**src/rtl/fetch_ctrl_if.sv**
```systemverilog
// Fetch-side bus bundle: instruction memory request/response plus the
// fetch-to-decode handoff. The master side is driven by fetch_ctrl.
interface fetch_ctrl_if;
    logic        inst_req;
    logic [31:0] inst_addr;
    logic        inst_addr_ok;
    logic        inst_data_ok;
    logic [31:0] inst_rdata;
    logic        fs_valid;
    logic [31:0] fs_pc;
    logic [31:0] fs_inst;
    logic        ds_allowin;

    modport master (
        output inst_req, inst_addr, fs_valid, fs_pc, fs_inst,
        input  inst_addr_ok, inst_data_ok, inst_rdata, ds_allowin
    );

    modport slave (
        input  inst_req, inst_addr, fs_valid, fs_pc, fs_inst,
        output inst_addr_ok, inst_data_ok, inst_rdata, ds_allowin
    );
endinterface

```
**src/rtl/fetch_ctrl.sv**
```systemverilog
// Instruction-fetch sequencer: one outstanding fetch, holds the returned word
// until decode takes it, applies exception/eret flushes and delayed branches.
module fetch_ctrl #(
    parameter logic [31:0] RESET_ADDR = 32'hbfc00000,
    parameter logic [31:0] EXC_ADDR   = 32'hbfc00380
) (
    input  logic         clk,
    input  logic         resetn,
    input  logic         exc,
    input  logic         eret,
    input  logic [31:0]  epc,
    input  logic         br_valid,
    input  logic [31:0]  br_target,
    fetch_ctrl_if.master bus
);
    typedef enum logic [1:0] {S_IDLE, S_REQ, S_WAIT, S_HOLD} state_t;

    state_t      r_state;
    logic [31:0] r_req_pc;
    logic        r_cancel;
    logic        r_br_pend;
    logic [31:0] r_br_pc;
    logic [31:0] r_fs_pc;
    logic [31:0] r_fs_inst;

    state_t      w_state_nxt;
    logic [31:0] w_req_pc_nxt;
    logic        w_cancel_nxt;
    logic        w_br_pend_nxt;
    logic [31:0] w_br_pc_nxt;
    logic [31:0] w_fs_pc_nxt;
    logic [31:0] w_fs_inst_nxt;

    logic        w_flush;
    logic [31:0] w_flush_target;

    assign w_flush        = exc | eret;
    assign w_flush_target = exc ? EXC_ADDR : epc;

    assign bus.inst_req  = (r_state == S_REQ);
    assign bus.inst_addr = r_req_pc;
    assign bus.fs_valid  = (r_state == S_HOLD);
    assign bus.fs_pc     = r_fs_pc;
    assign bus.fs_inst   = r_fs_inst;

    always_comb begin
        // NOTE: every next-value gets a hold default first so no path leaves a
        // variable unassigned, which would otherwise infer a latch.
        w_state_nxt   = r_state;
        w_req_pc_nxt  = r_req_pc;
        w_cancel_nxt  = r_cancel;
        w_br_pend_nxt = r_br_pend;
        w_br_pc_nxt   = r_br_pc;
        w_fs_pc_nxt   = r_fs_pc;
        w_fs_inst_nxt = r_fs_inst;

        // A branch leaves the current slot alone: it is the delay slot.
        if (w_flush) begin
            w_br_pend_nxt = 1'b0;
        end else if (br_valid) begin
            w_br_pend_nxt = 1'b1;
            w_br_pc_nxt   = br_target;
        end

        unique case (r_state)
            S_IDLE: w_state_nxt = S_REQ;
            S_REQ: begin
                if (w_flush) begin
                    w_req_pc_nxt = w_flush_target;
                end
                if (bus.inst_addr_ok) begin
                    w_state_nxt = S_WAIT;
                    if (w_flush) begin
                        w_cancel_nxt = 1'b1;
                    end
                end
            end
            S_WAIT: begin
                if (w_flush) begin
                    w_req_pc_nxt = w_flush_target;
                end
                if (bus.inst_data_ok) begin
                    if (r_cancel || w_flush) begin
                        w_cancel_nxt = 1'b0;
                        w_state_nxt  = S_REQ;
                    end else begin
                        w_fs_pc_nxt   = r_req_pc;
                        w_fs_inst_nxt = bus.inst_rdata;
                        w_state_nxt   = S_HOLD;
                    end
                end else if (w_flush) begin
                    w_cancel_nxt = 1'b1;
                end
            end
            S_HOLD: begin
                if (w_flush) begin
                    w_req_pc_nxt = w_flush_target;
                    w_state_nxt  = S_REQ;
                end else if (bus.ds_allowin) begin
                    w_state_nxt   = S_REQ;
                    w_br_pend_nxt = 1'b0;
                    if (br_valid) begin
                        w_req_pc_nxt = br_target;
                    end else if (r_br_pend) begin
                        w_req_pc_nxt = r_br_pc;
                    end else begin
                        w_req_pc_nxt = r_fs_pc + 32'd4;
                    end
                end
            end
            default: w_state_nxt = S_IDLE;
        endcase
    end

    always_ff @(posedge clk) begin
        // NOTE: state registers use non-blocking assignment so every flop
        // samples the pre-edge values regardless of statement order.
        if (!resetn) begin
            r_state   <= S_IDLE;
            r_req_pc  <= RESET_ADDR;
            r_cancel  <= 1'b0;
            r_br_pend <= 1'b0;
            r_br_pc   <= '0;
            r_fs_pc   <= RESET_ADDR;
            r_fs_inst <= '0;
        end else begin
            r_state   <= w_state_nxt;
            r_req_pc  <= w_req_pc_nxt;
            r_cancel  <= w_cancel_nxt;
            r_br_pend <= w_br_pend_nxt;
            r_br_pc   <= w_br_pc_nxt;
            r_fs_pc   <= w_fs_pc_nxt;
            r_fs_inst <= w_fs_inst_nxt;
        end
    end
endmodule

```
**src/flat_wrapper.sv**
```systemverilog
// flat-port wrapper written by rule: the top's interface ports become plain ports
module fetch_ctrl_flat 
#(
    parameter logic [31:0] RESET_ADDR = 32'hbfc00000,
    parameter logic [31:0] EXC_ADDR   = 32'hbfc00380
)
  (clk, resetn, exc, eret, epc, br_valid, br_target, bus_inst_req, bus_inst_addr, bus_fs_valid, bus_fs_pc, bus_fs_inst, bus_inst_addr_ok, bus_inst_data_ok, bus_inst_rdata, bus_ds_allowin);
  fetch_ctrl_if bus_i ();
  input  logic clk;
  input  logic resetn;
  input  logic exc;
  input  logic eret;
  input  logic [31:0] epc;
  input  logic br_valid;
  input  logic [31:0] br_target;
  output wire logic [$bits(bus_i.inst_req)-1:0] bus_inst_req;
  output wire logic [$bits(bus_i.inst_addr)-1:0] bus_inst_addr;
  output wire logic [$bits(bus_i.fs_valid)-1:0] bus_fs_valid;
  output wire logic [$bits(bus_i.fs_pc)-1:0] bus_fs_pc;
  output wire logic [$bits(bus_i.fs_inst)-1:0] bus_fs_inst;
  input wire logic [$bits(bus_i.inst_addr_ok)-1:0] bus_inst_addr_ok;
  input wire logic [$bits(bus_i.inst_data_ok)-1:0] bus_inst_data_ok;
  input wire logic [$bits(bus_i.inst_rdata)-1:0] bus_inst_rdata;
  input wire logic [$bits(bus_i.ds_allowin)-1:0] bus_ds_allowin;
  assign bus_inst_req = bus_i.inst_req;
  assign bus_inst_addr = bus_i.inst_addr;
  assign bus_fs_valid = bus_i.fs_valid;
  assign bus_fs_pc = bus_i.fs_pc;
  assign bus_fs_inst = bus_i.fs_inst;
  assign bus_i.inst_addr_ok = bus_inst_addr_ok;
  assign bus_i.inst_data_ok = bus_inst_data_ok;
  assign bus_i.inst_rdata = bus_inst_rdata;
  assign bus_i.ds_allowin = bus_ds_allowin;
  fetch_ctrl #(.RESET_ADDR(RESET_ADDR), .EXC_ADDR(EXC_ADDR)) u_core (.clk(clk), .resetn(resetn), .exc(exc), .eret(eret), .epc(epc), .br_valid(br_valid), .br_target(br_target), .bus(bus_i));
endmodule
```
**config.mk**
```make
export PLATFORM = sky130hd
export DESIGN_NAME = fetch_ctrl_flat
export DESIGN_NICKNAME = d
export VERILOG_FILES = /design/src/rtl/fetch_ctrl_if.sv /design/src/rtl/fetch_ctrl.sv /design/src/flat_wrapper.sv
export SDC_FILE = /design/constraint.sdc
export NUM_CORES = 1
export LEC_CHECK = 0
export BUFFER_PORTS_ARGS = -buffer_cell sky130_fd_sc_hd__clkbuf_2
export CAP_MARGIN = 20
export CORE_MARGIN = 5
export CORE_UTILIZATION = 30
export DETAILED_ROUTE_END_ITERATION = 6
export GPL_TIMING_DRIVEN = 0
export SYNTH_ARGS = -nofsm -noshare
export SYNTH_HDL_FRONTEND = slang
export SYNTH_SLANG_ARGS = --single-unit
```
**constraint.sdc**
```tcl
create_clock -name clk -period 3.9 [get_ports clk]
set_input_delay 0.39 -clock clk [delete_from_list [all_inputs] [get_ports clk]]
set_output_delay 0.39 -clock clk [all_outputs]
set_load 0.1 [all_outputs]
```
[Word-level counts from Yosys, hierarchy flattened]
Cells that the tools add are included.
Storage, ports and cells
  register bits after elaboration: 132
  word-level logic and storage cells: 52
Cells by class
  bitwise gates (word level): 3
  muxes and demuxes: 23
  equal/unequal tests: 8
  add/subtract/negate cells: 1
  reductions and logical operators: 10
Operators by type and width (count)
  two-way mux 32 bit: 6
  one-hot mux 32 bit (2 select lines): 1
  adder 32 x 3 -> 32 bit (second input constant): 1
  AND reduction 3 bit: 4
  two-way mux 2 bit: 5
  two-way mux 1 bit: 9
  one-hot mux 2 bit (4 select lines): 1
  == test 2 bit (second input constant): 2
  != test 2 x 1 -> 1 bit (second input constant): 2
  nonzero test 2 bit: 2
  != test 3 x 1 -> 1 bit (second input constant): 1
  != test 3 x 2 -> 1 bit (second input constant): 1
  == test 2 x 1 -> 1 bit (second input constant): 1
  zero test 2 bit: 1
  != test 2 bit (second input constant): 1
  NOT 1 bit: 2
  one-hot mux 1 bit (2 select lines): 1
  AND reduction 2 bit: 1
  OR reduction 2 bit: 1
  logical OR 1 bit: 1
  bitwise OR 1 bit: 1

[Depth between registers and ports, before layout]
  depth after elaboration: 6
  mapped depth: 8
  mapped depth without buffers: 7

[Worst setup path before layout]
OpenSTA, ideal clock, no wires.
  path type: flip-flop to flip-flop
  from: reg u_core.r_fs_pc[6] (netlist: u_core.bus.fs_pc[6])
  to: reg u_core.r_req_pc[29] (netlist: u_core.bus.inst_addr[29])
  data arrival time: 2.827 ns
  library setup time: 0.106 ns
  period minus slack after synthesis: 2.933 ns
  required time: 3.794 ns
  setup slack: 0.967 ns
  path buffers: 0
  cell stages (with the launch flop): 6
  path through: dfxtp_1 nand4_4 or4_4 nor4_1 mux2_2 o311ai_0
On the way
  cells in the longest elaborated chain, start to end: 6
Ends and longest elaborated chain
  from (decl): RTL line fetch_ctrl.sv:23  | logic [31:0] r_fs_pc;
  from (signal assigned): RTL line fetch_ctrl.sv:132  | r_fs_pc <= w_fs_pc_nxt;
  adder 32 x 3 -> 32 bit: RTL line fetch_ctrl.sv:107  | w_req_pc_nxt = r_fs_pc + 32'd4;
  two-way mux 32 bit: RTL line fetch_ctrl.sv:104  | end else if (r_br_pend) begin
  two-way mux 32 bit: RTL line fetch_ctrl.sv:102  | if (br_valid) begin
  two-way mux 32 bit: RTL line fetch_ctrl.sv:99  | end else if (bus.ds_allowin) begin
  two-way mux 32 bit: RTL line fetch_ctrl.sv:96  | if (w_flush) begin
  one-hot mux 32 bit (2 select lines): RTL line fetch_ctrl.sv:65  | unique case (r_state)
  to (signal assigned): RTL line fetch_ctrl.sv:128  | r_req_pc <= w_req_pc_nxt;
  to (decl): RTL line fetch_ctrl.sv:19  | logic [31:0] r_req_pc;
Every way passes these cells. The select of a mux whose other input is x is not followed.
A chain may end at the register's enable or synchronous reset.

[Final worst setup path]
  from: reg u_core.r_state[0]
  to: reg u_core.r_req_pc[26] (netlist: u_core.bus.inst_addr[26])
On the way
  cells in the longest elaborated chain, start to end: 4
  elaborated cells on any way between the ends: 9
  those cells by class: eq/ne: 5; mux: 1; reduce/logical: 3
Ends and longest elaborated chain
  from (decl): RTL line fetch_ctrl.sv:18  | state_t r_state;
  from (signal assigned): RTL line fetch_ctrl.sv:127  | r_state <= w_state_nxt;
  == test 2 x 1 -> 1 bit or == test 2 bit (tied branches): RTL line fetch_ctrl.sv:65
  OR reduction 2 bit (no line)
  != test 2 x 1 -> 1 bit (no line) or nonzero test 2 bit (tied branches)
  AND reduction 3 bit (no line)
Parallel ways exist; a longest one is shown, timed or not.

==> flow_summary.json <==
{
  "async_flop_share_pct": 0,
  "drc_errors": 2,
  "n_antenna_cell": 0,
  "post-route-period-util_pct": 67.47,
  "grt_overflow": 0,
  "crit_start": "u_core.r_state[0]$_SDFFE_PN0P_",
  "synth-main-ff-cell": "dfxtp_1",
  "cts_tree": "built",
  "antenna_left": 0,
  "gp_congestion": 0.9104,
  "violations": "DRC",
  "holdCritStartpoint": "bus_inst_rdata[27]",
  "max_slew.worst_pin.slew_ns": 1.044,
  "highest_layer": "met4",
  "fp.dieH_um": 159.5,
  "ctsHoldBuffers": 0,
  "cp_max_fo": 10,
  "synth_area_um2": 6703,
  "end_kind": "flop",
  "ys_ff_latch": 132,
  "grt_max_degree": 17,
  "cpPeakStageDelay_ns": 0.57,
  "io_pins": 202,
  "core_um2": 21890,
  "rr_startpoint": "u_core.r_state[0]$_SDFFE_PN0P_",
  "finalSetupViolCount": 0,
  "nets": 1189,
  "rsz0062_at_grt": "false",
  "yosysWarnings": 0,
  "power_density_nw_per_um2": 490.9,
  "hold_slack_ns": 0.1854,
  "io_buffers": 200,
  "num_rows": 54,
  "cpMaxStageDelayCell": "clkbuf_1",
  "fin_area_um2": 8702,
  "wl_met2_um": 12420,
  "peakVddDrop_mv": 0.2767,
  "area_growth_pct": 29.83,
  "start_kind": "flop",
  "first_iter_violations": 613,
  "p_leak_uw": 0.003422,
  "dieArea_um2": 25430,
  "grt_pass1_vias": 7235,
  "yosys-top-cells-count": "nand2_1, dfxtp_1, a21boi_0",
  "synth.distinct_cells": 66,
  "wl_um": 27800,
  "arrival_ns": 2.97,
  "cts_resized": 0,
  "path_cells": "inv_1 -> ha_1 -> nor2_1 -> o2bb2ai_1 -> clkbuf_1 -> o311ai_0 -> o2111ai_1",
  "htreeDepth": 4,
  "synth.area.top_cells": "dfxtp_1, nand2_1, a21boi_0",
  "status": "complete, but fails checks",
  "fmax_ghz": 0.3800,
  "hold_viol_final": 0,
  "place_area_um2": 8059,
  "synthCells": 860,
  "synth_most_common_cell": "nand2_1",
  "yosys.area.top_type_share_pct": 39.43,
  "cts-root-buf": "clkbuf_16",
  "slew_violations": 0,
  "numCtsBuffers": 17,
  "die_w_um": 159.5,
  "cp_top_family": "compound AO/OA/AOI/OAI gates",
  "cts.sink_count": 132,
  "slew_headroom_pct": 29.74,
  "synth_area_leader_cell": "dfxtp_1",
  "avgViaCountPerCell": 5.371,
  "crit_required_ns": 4.24,
  "worstSetupPathType": "reg2reg",
  "synth_nets": 970,
  "routedWlPerCell_um": 20.26,
  "path_clk_slew_ns": 0.06,
  "finalSetupTns_ns": 0,
  "maxCapViolCount": 0,
  "drt-met1-wl_um": 11940,
  "drive_above_1_share_pct": 23.44,
  "finalClockSkew_ns": 0.01014,
  "drt-pass1-iter-count": 7,
  "antenna_found_initial": 0,
  "period_needed_ns": 2.632,
  "synth.avg_cell_area_um2": 7.794,
  "track_usage_pct": 21.17,
  "cts_setup_buffers": 0,
  "hpwl_um": 20830,
  "critPathBufInv": 2,
  "hp-class": "in2reg",
  "via_count": 7369,
  "clockBufferDepth": 2,
  "met3WireLength_um": 2478,
  "grt_pass1_wl_um": 42290,
  "synth-edff-count": 0,
  "clk-insertion-delay-late_ns": 0.43,
  "start_util_pct": 30.62,
  "ys_seq_area_share_pct": 39.43
}
## layout by cell type (no fill, tap or decap), types with 16 or more instances in the layout
master / instances
nor3_1: 16
clkbuf_2: 200
nand2_1: 241
clkbuf_1: 54
clkbuf_16: 17
inv_1: 16
nand3_1: 33
nor2_1: 25
a21oi_1: 29
dfxtp_1: 132
a21boi_0: 88
o21ai_0: 37
## state kept, by name, indices dropped and copies added, names as in the netlist
| register | count |
|---|---|
| u_core.bus.fs_inst | 32 |
| u_core.bus.fs_pc | 32 |
| u_core.bus.inst_addr | 32 |
| u_core.r_br_pc | 32 |
| u_core.r_state | 2 |
| u_core.r_br_pend | 1 |
| u_core.r_cancel | 1 |
## path summary, 6_finish.rpt
| kind | endpoint | slack (ns) | depth (start not counted) |
|---|---|---|---|
| max reg2reg | u_core.bus.inst_addr[26]$_SDFFE_PN1P_ | 1.27 | 7 |
| min reg2reg | u_core.bus.fs_inst[25]$_SDFFE_PN0P_ | 0.46 | 2 |
| min | u_core.bus.fs_inst[27]$_SDFFE_PN0P_ | 0.19 | 3 |
| max | u_core.bus.inst_addr[26]$_SDFFE_PN1P_ | 1.27 | 7 |
## metrics by stage
step	cells	setup WS (ns)	power, uW	utilization, %
final	1372	1.268	4272	39.75
after global routing	1372	1.136	4400	39.75
after CTS	1372	1.328	4280	39.75
after detailed placement	1340	1.007	2512	36.81
after global placement	1340	0.7770	2508	36.79
after floorplan	860	0.9674	2219	-
## area by class of cell
type,instances,area [um2]
clock buffers,20,466.7
well taps,280,350.3
multi-input cells,645,3721
repair buffers,200,1001
flip-flops and latches,132,2643
plain buffers,66,280.3
clock inverters,12,176.4
inverters,17,63.81
fillers,2307,13190
## logic make-up after synthesis
logic type,after synthesis,synth area share [%]
compound gates,232,24.57
flops,132,39.42
xor+xnor,19,2.483
fa+ha+maj,6,1.120
simple gates,379,25.87
buf+inv,83,5.133
mux,9,1.400
## report_power, final
part,switching (uW),internal (uW)
Combinational,786,212
Clock,656,1120
Sequential,73.7,1420
Total,1520,2760
## worst register-to-register path: cells and delay by family (launching register included)
family | cells | cell delay [ns]
flops | 1 | 0.41
compound gates | 3 | 0.95
simple gates | 1 | 0.21
buf+inv | 2 | 0.66
fa+ha+maj | 1 | 0.31
## layer usage
layer	up-vias	track usage, %
met3	64	5.850
met4	0	7.677
met5	-	0
met2	344	33.42
met1	3481	27.70
li1	3480	-
Note: power is estimated with default switching activity, not from simulation.
